--- config.mk ---
export PLATFORM = sky130hd
export DESIGN_NAME = fade_scheduler
export DESIGN_NICKNAME = d
export VERILOG_FILES = /design/src/rtl/fade_sched_pack.sv /design/src/rtl/fade_fifo.sv /design/src/rtl/fade_scheduler.sv
export SDC_FILE = /design/constraint.sdc
export NUM_CORES = 2
export LEC_CHECK = 0
export BUFFER_PORTS_ARGS = -buffer_cell sky130_fd_sc_hd__buf_4
export CORE_ASPECT_RATIO = 0.9
export CORE_MARGIN = 1
export CORE_UTILIZATION = 60
export CTS_CLUSTER_SIZE = 14
export DETAILED_ROUTE_END_ITERATION = 10
export GPL_TIMING_DRIVEN = 0
export PLACE_DENSITY = 0.77
export SYNTH_ARGS = -nofsm -noshare
export SYNTH_HDL_FRONTEND = slang
export SYNTH_SLANG_ARGS = --single-unit
--- constraint.sdc ---
create_clock -name clk -period 7.3 [get_ports clk]
set_input_delay 0.365 -clock clk [delete_from_list [all_inputs] [get_ports clk]]
set_output_delay 0.365 -clock clk [all_outputs]
set_load 0.03 [all_outputs]
--- src/rtl/fade_sched_pack.sv ---
// Shared types and timing constants for the fade scheduler and its output FIFO.
package fade_sched_pack;
  localparam int N_DEF      = 32;
  localparam int M_DEF      = 8;
  localparam int MIN_PERIOD = M_DEF * N_DEF + 16;
  localparam int WDOG       = 2 * M_DEF * N_DEF + 64;

  typedef enum logic [1:0] {
    IDLE = 2'd0,
    WAIT = 2'd1,
    RUN  = 2'd2
  } state_t;

  typedef struct packed {
    logic [15:0] imag;
    logic [15:0] re;
    logic [4:0]  chan;
    logic        last;
  } fifo_word_t;

  localparam int WORD_W = $bits(fifo_word_t);
endpackage

--- src/rtl/fade_fifo.sv ---
// First-word fall-through FIFO; read data reads as zero while empty.
module fade_fifo #(
  parameter int WIDTH = 38,
  parameter int DEPTH = 64
) (
  input  logic                   clk,
  input  logic                   reset_n,
  input  logic                   wr_en,
  input  logic [WIDTH-1:0]       wr_data,
  input  logic                   rd_en,
  output logic [WIDTH-1:0]       rd_data,
  output logic                   empty,
  output logic [$clog2(DEPTH):0] free_count
);
  localparam int AW = $clog2(DEPTH);

  logic [WIDTH-1:0] mem [DEPTH];
  logic [AW:0]      wr_ptr;
  logic [AW:0]      rd_ptr;
  logic [AW:0]      count;
  logic             full;

  assign count      = wr_ptr - rd_ptr;
  assign empty      = (wr_ptr == rd_ptr);
  assign full       = (count == (AW+1)'(DEPTH));
  assign free_count = (AW+1)'(DEPTH) - count;
  assign rd_data    = empty ? '0 : mem[rd_ptr[AW-1:0]];

  always_ff @(posedge clk) begin
    if (wr_en && !full) mem[wr_ptr[AW-1:0]] <= wr_data;
  end

  always_ff @(posedge clk or negedge reset_n) begin
    if (!reset_n) begin
      wr_ptr <= '0;
      rd_ptr <= '0;
    end else begin
      if (wr_en && !full) wr_ptr <= wr_ptr + 1'b1;
      if (rd_en && !empty) rd_ptr <= rd_ptr + 1'b1;
    end
  end
endmodule

--- src/rtl/fade_scheduler.sv ---
// Paces the Jakes fader with periodic start pulses and buffers each frame of
// per-channel results into a backpressured stream.
module fade_scheduler
  import fade_sched_pack::*;
#(
  parameter int N          = N_DEF,
  parameter int M          = M_DEF,
  parameter int TW         = 25,
  parameter int FIFO_DEPTH = 64
) (
  input  logic          clk,
  input  logic          reset_n,
  input  logic          enable,
  input  logic [15:0]   period,
  input  logic          load_t,
  input  logic [TW-1:0] t_init,
  output logic          fade_start,
  output logic [TW-1:0] fade_t_index,
  input  logic          fade_dv,
  input  logic [4:0]    fade_chan,
  input  logic [15:0]   fade_imag,
  input  logic [15:0]   fade_real,
  output logic          m_tvalid,
  input  logic          m_tready,
  output logic [31:0]   m_tdata,
  output logic [4:0]    m_tuser,
  output logic          m_tlast,
  output logic          busy,
  output logic          err_overrun,
  output logic          err_drop,
  output logic          err_timeout,
  input  logic          err_clear,
  output logic [15:0]   frame_count,
  output state_t        dbg_state
);
  // Package constants are for the default geometry; rescale for other M/N.
  localparam int MINP   = MIN_PERIOD + (M * N - M_DEF * N_DEF);
  localparam int WDG    = WDOG + 2 * (M * N - M_DEF * N_DEF);
  localparam int CW     = $clog2(FIFO_DEPTH) + 1;
  localparam int DVW    = $clog2(N) + 1;
  localparam int WDW    = $clog2(WDG);
  localparam logic [15:0] MINP16 = 16'(MINP);

  state_t          state;
  logic [15:0]     timer;
  logic [15:0]     eff;
  logic            tick;
  logic [TW-1:0]   t;
  logic [DVW-1:0]  dv_cnt;
  logic [WDW-1:0]  wd_cnt;
  logic            in_valid_q;
  fifo_word_t      in_word_q;
  fifo_word_t      rd_word;
  logic            fifo_empty;
  logic [CW-1:0]   free_count;
  logic            space_ok;

  assign eff  = (period < MINP16) ? MINP16 : period;
  assign tick = enable && (timer >= eff - 16'd1);

  always_ff @(posedge clk or negedge reset_n) begin
    if (!reset_n)               timer <= '0;
    else if (!enable || tick)   timer <= '0;
    else                        timer <= timer + 16'd1;
  end

  // Time keeps advancing on skipped ticks so fade time tracks wall time.
  always_ff @(posedge clk or negedge reset_n) begin
    if (!reset_n)     t <= '0;
    else if (load_t)  t <= t_init;
    else if (tick)    t <= t + 1'b1;
  end

  always_ff @(posedge clk or negedge reset_n) begin
    if (!reset_n) begin
      in_valid_q <= 1'b0;
      in_word_q  <= '0;
    end else begin
      in_valid_q <= fade_dv && (state == RUN);
      in_word_q  <= '{imag: fade_imag, re: fade_real, chan: fade_chan,
                      last: (fade_chan == 5'd0)};
    end
  end

  // A word still in the input register is not yet counted by the FIFO.
  assign space_ok = (free_count - CW'(in_valid_q)) >= CW'(N);

  always_ff @(posedge clk or negedge reset_n) begin
    if (!reset_n) begin
      state        <= IDLE;
      fade_start   <= 1'b0;
      fade_t_index <= '0;
      busy         <= 1'b0;
      dv_cnt       <= '0;
      wd_cnt       <= '0;
      frame_count  <= '0;
      err_overrun  <= 1'b0;
      err_drop     <= 1'b0;
      err_timeout  <= 1'b0;
    end else begin
      fade_start <= 1'b0;
      if (err_clear) begin
        err_overrun <= 1'b0;
        err_drop    <= 1'b0;
        err_timeout <= 1'b0;
      end
      case (state)
        IDLE: if (enable) state <= WAIT;
        WAIT: begin
          if (!enable) begin
            state <= IDLE;
          end else if (tick) begin
            if (space_ok) begin
              fade_start   <= 1'b1;
              fade_t_index <= t;
              dv_cnt       <= '0;
              wd_cnt       <= '0;
              state        <= RUN;
            end else begin
              err_drop <= 1'b1;
            end
          end
        end
        RUN: begin
          wd_cnt <= wd_cnt + 1'b1;
          if (fade_start) busy <= 1'b1;
          if (tick) err_overrun <= 1'b1;
          if (fade_dv && (dv_cnt == DVW'(N - 1))) begin
            frame_count <= frame_count + 16'd1;
            busy        <= 1'b0;
            state       <= enable ? WAIT : IDLE;
          end else begin
            if (fade_dv) dv_cnt <= dv_cnt + 1'b1;
            if (wd_cnt == WDW'(WDG - 1)) begin
              err_timeout <= 1'b1;
              busy        <= 1'b0;
              state       <= WAIT;
            end
          end
        end
        default: state <= IDLE;
      endcase
    end
  end

  // Stream handshake: a word moves on any cycle with m_tvalid && m_tready;
  // while m_tvalid is high and m_tready low, m_* hold their value.
  fade_fifo #(.WIDTH(WORD_W), .DEPTH(FIFO_DEPTH)) u_fifo (
    .clk        (clk),
    .reset_n    (reset_n),
    .wr_en      (in_valid_q),
    .wr_data    (in_word_q),
    .rd_en      (m_tvalid && m_tready),
    .rd_data    (rd_word),
    .empty      (fifo_empty),
    .free_count (free_count)
  );

  assign m_tvalid  = !fifo_empty;
  assign m_tdata   = {rd_word.imag, rd_word.re};
  assign m_tuser   = rd_word.chan;
  assign m_tlast   = rd_word.last;
  assign dbg_state = state;
endmodule

* Word-level counts from Yosys, hierarchy flattened
Memories as Yosys holds them, arrays and structs flattened.
Cells that the tools add are included.
W data, S select, Z words.
** Storage, ports and cells
- Bits in registers :: 158
- Memory bits (writable) :: 2432
- Input bits :: 85
- Logic and storage cells :: 114
- Memories kept :: 1
** Memories
- u_fifo.mem :: depth 64, width 38, rd ports 1, clocked after Yosys merged registers in 0, wr ports 1, line fade_fifo.sv:17 : logic [WIDTH-1:0] mem [DEPTH];
** Cells by class
- $add $sub $neg :: 11
- Magnitude comparators :: 3
- Equality and inequality tests :: 15
- Muxes and demuxes :: 44
- Reduce and logical (&&, ||, !) cells :: 21
** Operators by type and width (number)
- $mux W25 :: 2
- $mux W38 :: 1
- $add A16 B1 Y16 const B :: 2
- $mux W16 :: 2
- $mux W10 :: 3
- $mux W6 :: 5
- $add A25 B1 Y25 const B :: 1
- $mux W1 :: 22
- $pmux W10 S2 :: 1
- $ge A16 B16 Y1 :: 1
- $lt A16 B9 Y1 const B :: 1
- $sub A16 B1 Y16 const B :: 1
- $add A7 B1 Y7 const B :: 2
- $mux W2 :: 6
- $ne A2 B2 Y1 const B :: 6
- $pmux W6 S2 :: 1
- $reduce_and A4 Y1 :: 3
- $add A10 B1 Y10 const B :: 1
- $eq A10 B10 Y1 const B :: 1
- $eq A7 B7 Y1 :: 1
- $eq A7 B7 Y1 const B :: 1
- $ge A7 B6 Y1 const B :: 1
- $sub A7 B1 Y7 :: 1
- $sub A7 B7 Y7 :: 1
- other kinds (17) :: 27

* Logic depth before layout (Yosys ltp)
- Word-level depth :: 8
- Gate-level depth with buffers :: 20

* Cells and area by module
From an unflattened synthesis, not the netlist that was laid out.
** Unflattened totals
- Cell total of the unflattened synthesis :: 4677
- Area, all modules :: 100626.5 µm²
** Modules (own cells, without submodules)
- fade_fifo :: instances 1, cells each 4039, area each 93756.2 µm², sequential area each 73380.4 µm²
- fade_scheduler :: instances 1, cells each 638, area each 6870.3 µm², sequential area each 3603.5 µm²

* Least setup slack after synthesis
OpenSTA, ideal clock, no wires.
- Kind :: register to register
- Start point :: register u_fifo.rd_ptr[1]
- End point :: memory u_fifo.mem[63][0] (enable)
- Library setup time :: 433 ps
- Arrival time :: 4723 ps
- Required time :: 6867 ps
- Path slack :: 2143 ps
- Stages on the path, launching flop included :: 16
- Path through :: dfrtp_1 -> clkbuf_1 -> clkbuf_1 -> clkbuf_1 -> inv_1 -> ha_1 -> nor2b_1 -> o21ai_0 -> nand2b_1 -> xor2_1 -> inv_1 -> ha_1 -> nand4_1 -> o21a_1 -> nand4_1 -> nor2_1
** Between the ends
- Longest elaborated chain between the ends :: 6
** Ends and longest elaborated chain
- from (decl) :: line fade_fifo.sv:19 : logic [AW:0] rd_ptr;
- from (signal assigned) :: line fade_fifo.sv:39 : if (rd_en && !empty) rd_ptr <= rd_ptr + 1'b1;
- $sub A7 B7 Y7 :: line fade_fifo.sv:23 : assign count = wr_ptr - rd_ptr;
- $eq A7 B7 Y1 :: line fade_fifo.sv:25 : assign full = (count == (AW+1)'(DEPTH));
- $logic_not A1 Y1 :: line fade_fifo.sv:30 : if (wr_en && !full) mem[wr_ptr[AW-1:0]] <= wr_data;
- $logic_and A1 B1 Y1 :: line fade_fifo.sv:30
- $mux W1 :: line fade_fifo.sv:30
- $mux W1 (not written as such) :: line fade_fifo.sv:30
- to (decl) :: line fade_fifo.sv:17
No other way between the ends.

* Worst setup path after layout
- Start point :: register u_fifo.rd_ptr[2]
- End point :: memory u_fifo.mem[20][8] (enable)
Same word-level chain as after synthesis.

==> impl_metrics.yaml <==
sta:
  setup-violations-final: 0
  fin_ws_ps: 204
  hold_viol: 0
  skew_ps: 42.5
  clock.fmax_mhz: 141
  rsz0062_at_grt: "false"
  worst_pin_slew_ps: 1570
  fin_crit_ps: 7100
  finalCritPeriodShare_pct: 97.2
  final_max_slew_viol_count: 22
  slew_headroom_pct: -4.48
critical_path:
  cp_max_fo: 21
  r2r_slack_ps: 200
  critPathKind: "reg2reg"
  crit_buf_inv: 5
  crit_path_max_incr_delay_ps: 1120
  rr_startpoint: "u_fifo.rd_ptr[2]"
  crit_path_start_kind: "register"
  regToRegEndpoint: "u_fifo.mem[20][8]"
  crit_chain: "clkbuf_2 -> clkbuf_1 -> inv_1 -> ha_1 -> nand3_1 -> and2_1 -> xnor2_1 -> inv_1 -> ha_1 -> nand4_1 -> nor2_1 -> nor2_1 -> nand2_1 -> nor2_4 -> buf_16"
  cp.required_ps: 7880
  reg2reg_depth: 15
  crit_family: "simple AND/OR/NAND/NOR gates"
  cp_slowest_cell: "dfrtp_1"
  arrival_ps: 7670
  cp-end-kind: "register"
synthesis:
  synth_compound_area_share_pct: 0.693
  synthSimpleGateAreaFrac_pct: 2.02
  synth_top_area_share_pct: 72.9
  ys_warn_count: 0
  synth_xor_xnor_area_share_pct: 0.595
  synth_cell_types: 64
  synth_area_per_cell_sq_um: 23.4
  synthArstFlopShare_pct: 6.10
  yosysMostFrequentCell: "edfxtp_1"
  synth_enable_flop_cells: 2432
  synth_common_cells: "edfxtp_1 (2432), mux4_2 (798), dfrtp_1 (158)"
  synth_top_area_cell: "edfxtp_1"
  ys_seq_area_share_pct: 76.9
  syn_nets: 4401
  synthCells: 4276
  synth_top_flop_cell: "edfxtp_1"
  synth-seq-cells: 2590
  synth_fa_ha_area_share_pct: 0.507
  synth_mux_area_share_pct: 18.3
  synth_area_leaders: "edfxtp_1 (73%), mux4_2 (18%), dfrtp_1 (3.9%)"
  syn_area_sq_um: 100000
  synth_top_family_by_area: "multiplexers"
floorplanning:
  die_area_sq_um: 169000
  core-area_sq_um: 165000
  io_pins: 172
  start_util_pct: 60.7
  die_x_microns: 433
  rows: 141
  chipHeight_microns: 390
clock_tree:
  cts_sinks: 2590
  cts.htree.levels: 4
  cts_tree: "built"
  cts-buffers-inserted: 232
  clockBufferDepth: 3
  cts-root-buf: "clkbuf_16"
  clk_latency_ps: 900
  clkTransAtPathRegs_ps: 60
run_status:
  status: "finished, violations left"
  violations: "max-capacitance violations, max-slew violations"
global_routing:
  antenna_found_initial: 32
  grt_max_degree: 96
  grt_pass1_wl_microns: 391000
  grt_use_total_pct: 33.9
  first_global_vias: 52300
  overflow: 0
run:
  drv_cap: 2
routing:
  viasPerCell: 7.09
  routedWlPerCell_microns: 38.8
  antenna_left: 0
  routed_wl_microns: 283000
  vias: 51800
  first_iter_violations: 8105
  drcViolationCount: 0
  first_pass_iters: 6
place:
  port_buffers: 170
  place_ws_ps: -594
  place_congestion: 0.868
  dp_cells: 6775
  place_hpwl_microns: 170000
layout:
  stdcell_count: 7306
  syn_to_final_growth_pct: 15.0
  layout.nets: 4995
  drive_gt1_share_pct: 31.5
  final_util_pct: 69.8
power:
  power_density_nw_per_um2: 364
  peakVddDrop_mv: 0.387
  p_leak_nw: 36.6
hold_path:
  hold_class: "in2async"
layer usage:
| metal | GRT usage, % | up-vias | wire [microns] |
|---|---|---|---|
| met3 | 7.65 | 838 | 32400 |
| met2 | 55.4 | 4280 | 142000 |
| li1 | - | 19400 | - |
| met1 | 43.1 | 27300 | 91900 |
| met5 | 0 | - | 117 |
| met4 | 17.8 | 18 | 17100 |
how the worst max path moves through the flow:
stage,end,depth (start not counted),slack [ps],startpoint
floorplan,u_fifo.mem[63][0],15,2140,u_fifo.rd_ptr[1]
global placement,u_fifo.mem[63][10],14,-2650,u_fifo.rd_ptr[2]
detailed placement,u_fifo.mem[38][10],16,-590,u_fifo.rd_ptr[2]
CTS,u_fifo.mem[36][14],16,220,u_fifo.rd_ptr[2]
global route,u_fifo.mem[20][8],15,220,u_fifo.rd_ptr[2]
finish,u_fifo.mem[20][8],15,200,u_fifo.rd_ptr[2]
per-stage QoR:
step	total power [W]	hold WS [ps]	setup TNS, ps	instance area, sq um
6_report	0.0419	27.3	0	115000
5_1_grt	0.0427	69.2	0	115000
4_1_cts	0.0417	17.4	0	115000
3_5_place_dp	0.0299	357	-75930	107000
3_3_place_gp	0.0296	469	-4854920	104000
2_1_floorplan	0.0249	69.4	0	100000
layout make-up:
type	count	area (sq um)
sequential	2590	77000
fill	9062	49800
multi-input combinational	1452	22700
clock buffer	313	6290
timing repair buffer	358	4460
tap	2216	2770
buffer	211	933
clock inverter	111	870
inverter	25	93.8
antenna	30	75.1
repair_timing:
| item | CTS | global route |
|---|---|---|
| gates resized for setup | 1 | 0 |
| cloned | 1 | 2 |
| setup endpoints to repair | 474 | 88 |
| setup buffers | 2 | 0 |
| hold endpoints to repair | 233 | 0 |
| pin swaps | 3 | 2 |
| hold buffers | 72 | 0 |
registers in the layout, indices dropped and copies added (netlist names), 2 cells and up:
| signal | count |
|---|---|
| t | 25 |
| dv_cnt | 6 |
| dbg_state | 2 |
| frame_count | 16 |
| in_word_q | 38 |
| u_fifo.rd_ptr | 7 |
| fade_t_index | 25 |
| u_fifo.wr_ptr | 7 |
| timer | 16 |
| wd_cnt | 10 |
| u_fifo.mem | 2432 |
cell usage in the layout, fill, tap and decap left out, drive strengths merged, types with 4 or more instances in the layout:
master and n:
a21oi 11, and3 18, xor2 34, and2 45, o31ai 18, clkinv 97
mux4 798, clkbuf 422, nor3 14, inv 29, dlygate4sd3 72, edfxtp 2432
o311ai 4, diode 30, or4 19, o21ai 12, nor2b 8, or3 4
ha 39, buf 388, nand2 75, nor2 152, bufinv 9, xnor2 34
mux2 29, a31oi 23, nand4 26, nand3 37, dfrtp 158
power breakdown:
| part | internal [W] | total [W] | switching (W) |
|---|---|---|---|
| sequential | 0.0163 | 0.0165 | 0.000182 |
| combinational | 0.00576 | 0.0136 | 0.00789 |
| clock | 0.00635 | 0.0118 | 0.00548 |
cells by family (layout without fill, tap and decap cells):
| group | count (synthesis) | in the layout |
|---|---|---|
| simple gates | 413 | 416 |
| xor+xnor | 68 | 68 |
| fa+ha+maj | 40 | 40 |
| buf+inv | 237 | 1018 |
| other cells | 0 | 30 |
| mux | 829 | 829 |
| compound gates | 99 | 99 |
| flops | 2590 | 2590 |
No activity file was read; power rests on OpenSTA's default activity.
